$ cat src/rtl/port_merge_fifo.sv
// port_merge_fifo: round-robin N-to-1 stream merger into a FIFO tagged with source channel
module port_merge_fifo #(
  parameter int WIDTH = 32,
  parameter int CHANNELS = 4,
  parameter int DEPTH = 4,
  localparam int ID_W = CHANNELS > 1 ? $clog2(CHANNELS) : 1,
  localparam int CNT_W = $clog2(DEPTH) + 1
) (
  input  logic                      clk,
  input  logic                      rst,
  input  logic [CHANNELS-1:0]       in_valid,
  input  logic [CHANNELS*WIDTH-1:0] in_data,
  output logic [CHANNELS-1:0]       in_ready,
  output logic                      out_valid,
  output logic [WIDTH-1:0]          out_data,
  output logic [ID_W-1:0]           out_id,
  input  logic                      out_ready,
  output logic [CNT_W-1:0]          count
);
  localparam int PTR_W = CNT_W - 1;
  logic [ID_W+WIDTH-1:0] mem [DEPTH];
  logic [PTR_W-1:0] wr_ptr, rd_ptr;
  logic [ID_W-1:0] rr_ptr, g;
  logic [2*CHANNELS-1:0] rot;
  logic [ID_W:0] sum;
  logic found, push, pop;
  always_comb begin
    rot = {in_valid, in_valid} >> rr_ptr;
    g = '0;
    sum = '0;
    found = 1'b0;
    for (int k = CHANNELS - 1; k >= 0; k--)
      if (rot[k]) begin
        sum = {1'b0, rr_ptr} + (ID_W+1)'(k);
        g = ID_W'(sum >= (ID_W+1)'(CHANNELS) ? sum - (ID_W+1)'(CHANNELS) : sum);
        found = 1'b1;
      end
  end
  assign push = found && count != CNT_W'(DEPTH) && !rst;
  assign pop = out_valid && out_ready;
  assign in_ready = push ? CHANNELS'(1) << g : '0;
  assign out_valid = count != '0;
  assign {out_id, out_data} = out_valid ? mem[rd_ptr] : '0;
  always_ff @(posedge clk) begin
    if (rst) begin
      count <= '0;
      wr_ptr <= '0;
      rd_ptr <= '0;
      rr_ptr <= '0;
    end else begin
      if (push) begin
        mem[wr_ptr] <= {g, in_data[g*WIDTH +: WIDTH]};
        wr_ptr <= wr_ptr + PTR_W'(1);
        rr_ptr <= g == ID_W'(CHANNELS - 1) ? '0 : g + ID_W'(1);
      end
      if (pop) rd_ptr <= rd_ptr + PTR_W'(1);
      count <= count + CNT_W'(push) - CNT_W'(pop);
    end
  end
  always_ff @(posedge clk)
    if (!rst) begin
      assert ($onehot0(in_ready));
      assert (count <= CNT_W'(DEPTH));
      assert (!(pop && count == '0));
    end
endmodule

$ cat config.mk
export PLATFORM = sky130hd
export DESIGN_NAME = port_merge_fifo
export DESIGN_NICKNAME = d
export VERILOG_FILES = /design/src/rtl/port_merge_fifo.sv
export SDC_FILE = /design/constraint.sdc
export NUM_CORES = 1
export LEC_CHECK = 0
export CORE_ASPECT_RATIO = 2
export CORE_MARGIN = 2
export CORE_UTILIZATION = 51
export CTS_BUF_LIST = sky130_fd_sc_hd__clkbuf_8
export DETAILED_ROUTE_END_ITERATION = 10
export PLACE_DENSITY = 0.83
export SYNTH_ARGS = -nofsm -noshare
export SYNTH_HDL_FRONTEND = slang
export SYNTH_SLANG_ARGS = --single-unit
$ cat constraint.sdc
create_clock -name clk -period 2.53 [get_ports clk]
set_input_delay 0.253 -clock clk [delete_from_list [all_inputs] [get_ports clk]]
set_output_delay 0.253 -clock clk [all_outputs]
set_load 0.02 [all_outputs]
### After elaboration in Yosys (flattened, before gate mapping)

Memories as Yosys holds them, arrays and structs flattened. A register that Yosys moved wholly into a read port is not among the register bits.
Index checks and enable logic that the tools add are counted.

* word-level logic and storage cells: 51
* RAM bits: 136
* memories: 1
* flip-flop bits (word level): 9
* output and inout port bits: 42

Memories
* mem: depth 4, bits a word 34, rd ports 1, clocked after memory_dff 1, wr ports 1, RTL line 21 `logic [ID_W+WIDTH-1:0] mem [DEPTH];`

* muxes and demuxes: 20
* add/subtract/negate cells: 12
* reductions and logical operators: 5
* eq/ne operators: 2
* shift-type cells: 3
* magnitude comparators: 4

Operator list (number)
* 128-bit by 8-bit variable part select with 32-bit output: 1
* 34-bit two-way mux: 1
* 2-bit two-way mux: 11
* 3-bit greater-or-equal comparator (second input constant): 3
* 8-bit by 2-bit >> shifter with 4-bit output: 1
* 2-bit by 1-bit subtractor with 2-bit output (second input constant): 4
* 1-bit two-way mux: 7
* 2-bit by 1-bit adder with 2-bit output (second input constant): 3
* 2-bit by 2-bit adder with 3-bit output (second input constant): 2
* 4-bit two-way mux: 1
* 1-bit by 2-bit left shift with 4-bit output (first input constant): 1
* 2-bit by 1-bit adder with 3-bit output (second input constant): 1
* 3-bit by 1-bit adder with 3-bit output: 1
* 2-bit by 3-bit greater-or-equal comparator with 1-bit output (second input constant): 1
* 1-bit logical AND: 3
* 3-bit != test (second input constant): 1
* 3-bit nonzero test: 1
* 3-bit by 1-bit subtractor with 3-bit output: 1
* 2-bit == test (second input constant): 1
* 1-bit logical NOT: 1

### Longest topological paths before layout

* word-level depth: 10
* gate-level depth with buffers: 11
* depth with buffers taken out: 11

### Least setup slack after synthesis

No wires, ideal clock.

* path type: register to register
* start: register count[1]
* end: memory mem[1][0] (netlist bit), enable pin
* arrival: 2104 ps
* library setup time: 394 ps
* stages on the path, launching flop included: 5
* path buffers: 1
* path slack: 32 ps
* path through: dfxtp_1 > nor2_1 > a211oi_2 > clkbuf_1 > and2_1

* word-level cells in the longest chain between the ends: 6

Ends and longest elaborated chain
* from (decl): RTL line 18 `output logic [CNT_W-1:0] count`
* from (signal assigned): RTL line 57 `count <= count + CNT_W'(push) - CNT_W'(pop);`
* 3-bit != test: RTL line 39 `assign push = found && count != CNT_W'(DEPTH) && !rst;`
* 1-bit logical AND (2 in series): RTL line 39
* 1-bit two-way mux: RTL line 51 `if (push) begin`
* 1-bit two-way mux: RTL line 45 `if (rst) begin`
* 1-bit two-way mux (implied by the code): RTL line 52 `mem[wr_ptr] <= {g, in_data[g*WIDTH +: WIDTH]};`
* to (decl): RTL line 21

No other way between the ends.

==> out/metrics.yaml <==
antenna_found_initial: 0
num_rows: 60
multi_input_area_um2: 2380
cts_tree: "yes"
firstDrtPassIters: 4
synth_top_flop_cell: "edfxtp_1"
leakage_nw: 3.50
die_x_um: 86.3
ys_types: 33
antenna_left: 0
status: "finished, final reports clean"
critPathArrivalTime_ps: 2210
grt_use_met2_pct: 40.7
ir_drop_v: 0.000787
vias_per_cell: 5.47
min-delay-start: "rst"
grt_pass1_vias: 4561
dp_hpwl_mm: 10.5
drtIter0Drc: 189
async_flop_share_pct: 0
cts_buffers: 17
grt_pass1_wl_mm: 23.4
syn-cell-area_um2: 6920
numPortBuffers: 176
use_met3_pct: 5.12
path_class: "register to output port"
ys_warn_count: 0
diodes: 0
hold_viol_final: 0
r2r_slack_ps: 170
drv_slew: 0
dpl_worst_slack_ps: -72.4
nNetsFinal: 740
syn_nets: 545
power.density_nw_per_um2: 1020
clockRootBuffer: "clkbuf_8"
drc: 0
grt_busiest_layer: "met2"
clock.fmax_mhz: 406
wl_per_cell_um: 20.1
die_h_um: 169
seq_area_frac_synth_pct: 62.2
critPathCapture: "out_data[26]"
track_usage_pct: 21.7
fin_ws_ps: 65.7
routed_wl_mm: 15.3
reg2reg_depth: 10
seq_area_um2: 4310
timing.rr.start: "count[2]"
finalCriticalPeriod_ps: 2460
hp-class: "input port to register"
total_power_mw: 9.60
clock_latency_ps: 430
area_growth_pct: 35.7
reg2reg_to: "count[2]"
start_util_pct: 51.8
synth_edf_count: 136
avgSynthCellArea_um2: 17.3
h-tree-depth: 4
ioPinCount: 177
maxCapViolCount: 0
cp-end-kind: "output port"
ys_ff_latch: 147
final-setup-viol-count: 0
drive_gt1_share_pct: 17.6
syn_inst: 399
critPathLaunchType: "register"
core_area_um2: 13400
cts_buffer_depth: 2
dr_total_vias: 4168
grt-ovfl-total: 0
cts_sinks: 147
fillers: 926
critPathRequiredTime_ps: 2280
relSlewSlack_pct: 61.1
die_area_um2: 14600
period_share_pct: 97.4
path_clk_slew_ps: 80
routabilityCongestion: 0.778
gr-usage-met1_pct: 22.2
grt_setup_unrepaired: "false"
grt_start_max_net_pins: 44
utilization_pct: 70.2
worst-path-max-fanout: 9
fin_skew_ps: 8.06
worst_pin_slew_ps: 583
logic make-up (layout without fill, tap and decap cells):
kind of cell,count (synthesis),count (layout),share of synthesized area [%]
adders and majority gates,11,11,2.10
xor gates and xnor gates,5,5,0.633
and+or+nand+nor,60,60,5.05
muxes,131,131,25.1
AOI/OAI and AO/OA,10,10,1.25
buffers and inverters,35,243,3.62
DFF,147,147,62.2
how the worst min path moves through the flow:
stage                     end  cells after the start
floorplan           rr_ptr[0]                      3
global placement     register                      2
detailed placement   register                      2
CTS                 rr_ptr[0]                      4
global route        rr_ptr[0]                      4
finish              rr_ptr[0]                      4
layout make-up:
class / count / area share [%]
inverters: 9 / 0.360
well taps: 155 / 2.07
clock inverters: 15 / 1.95
flip-flops and latches: 147 / 45.9
repair buffers: 202 / 21.8
multi-input cells: 217 / 25.4
clock buffers: 17 / 2.49
where the power goes:
group | internal [mW] | switching, mW
combinational | 1.99 | 2.22
clock | 0.980 | 0.877
sequential | 3.38 | 0.156
stage by stage:
stage	hold WS, ps	TNS (ps)	cell area (µm²)	std cells
2_1_floorplan	453	0	6920	399
3_3_place_gp	503	-77.4	8920	727
3_5_place_dp	541	-2440	8920	727
4_1_cts	511	0	9380	763
5_1_grt	546	0	9390	762
6_report	538	0	9390	762
flip-flops by register name, summed over array words and instances (netlist names), named ones only:
name    flops
rr_ptr      2
rd_ptr      2
wr_ptr      2
count       3
mem       136
metal layers:
layer	share of wire [%]	up-vias
met5	0	-
li1	-	1934
met3	4.2	29
met4	3.5	0
met2	58	139
met1	34	2066
critical path, cell delays in order, from the launching register on:
cell and delay (ps):
dfxtp_4 420, buf_16 170, mux4_2 490, and2_1 170, clkdlybuf4s50_1 530
timing repair:
item	CTS	global route
gates resized for setup	33	9
hold buffers	0	0
pin swaps	1	0
cloned	2	0
buffers inserted	2	0
endpoints found under the setup margin	37	28
cell usage in the layout, fill, tap and decap left out, types with 3 or more instances in the layout:
cell             Yosys  layout
inv_1                7       7
and2_1              43      39
bufinv_16            0       3
nor2_1               8       8
clkdlybuf4s50_1      0     139
nand2_1              3       3
clkinvlp_4           0       6
dlygate4sd2_1        0      30
mux4_2              34      34
ha_1                10      10
dlymetal6s2s_1       0       5
mux2i_1             97      97
clkinv_4             0       3
dfxtp_1             11       8
xnor2_1              3       3
edfxtp_1           136     136
clkbuf_8             0      17
buf_12               2       6
and2_2               0       4
buf_4                4      18
Yosys cell counts, types with 2 or more instances:
cell type  count  area (µm²)
buf_4          4        30.0
or3_1          2        12.5
edfxtp_1     136        4080
buf_12         2        40.0
inv_1          7        26.3
o21ai_1        2        10.0
a21oi_1        2        10.0
xor2_1         2        17.5
and2_1        43         269
xnor2_1        3        26.3
buf_8          3        45.0
mux4_2        34         766
nand2_1        3        11.3
dfxtp_1       11         220
nor2_1         8        30.0
mux2i_1       97         971
inv_2          2        7.51
clkbuf_4       4        30.0
ha_1          10         125
clkbuf_1      11        41.3
Power figures use the tool's default switching activity.
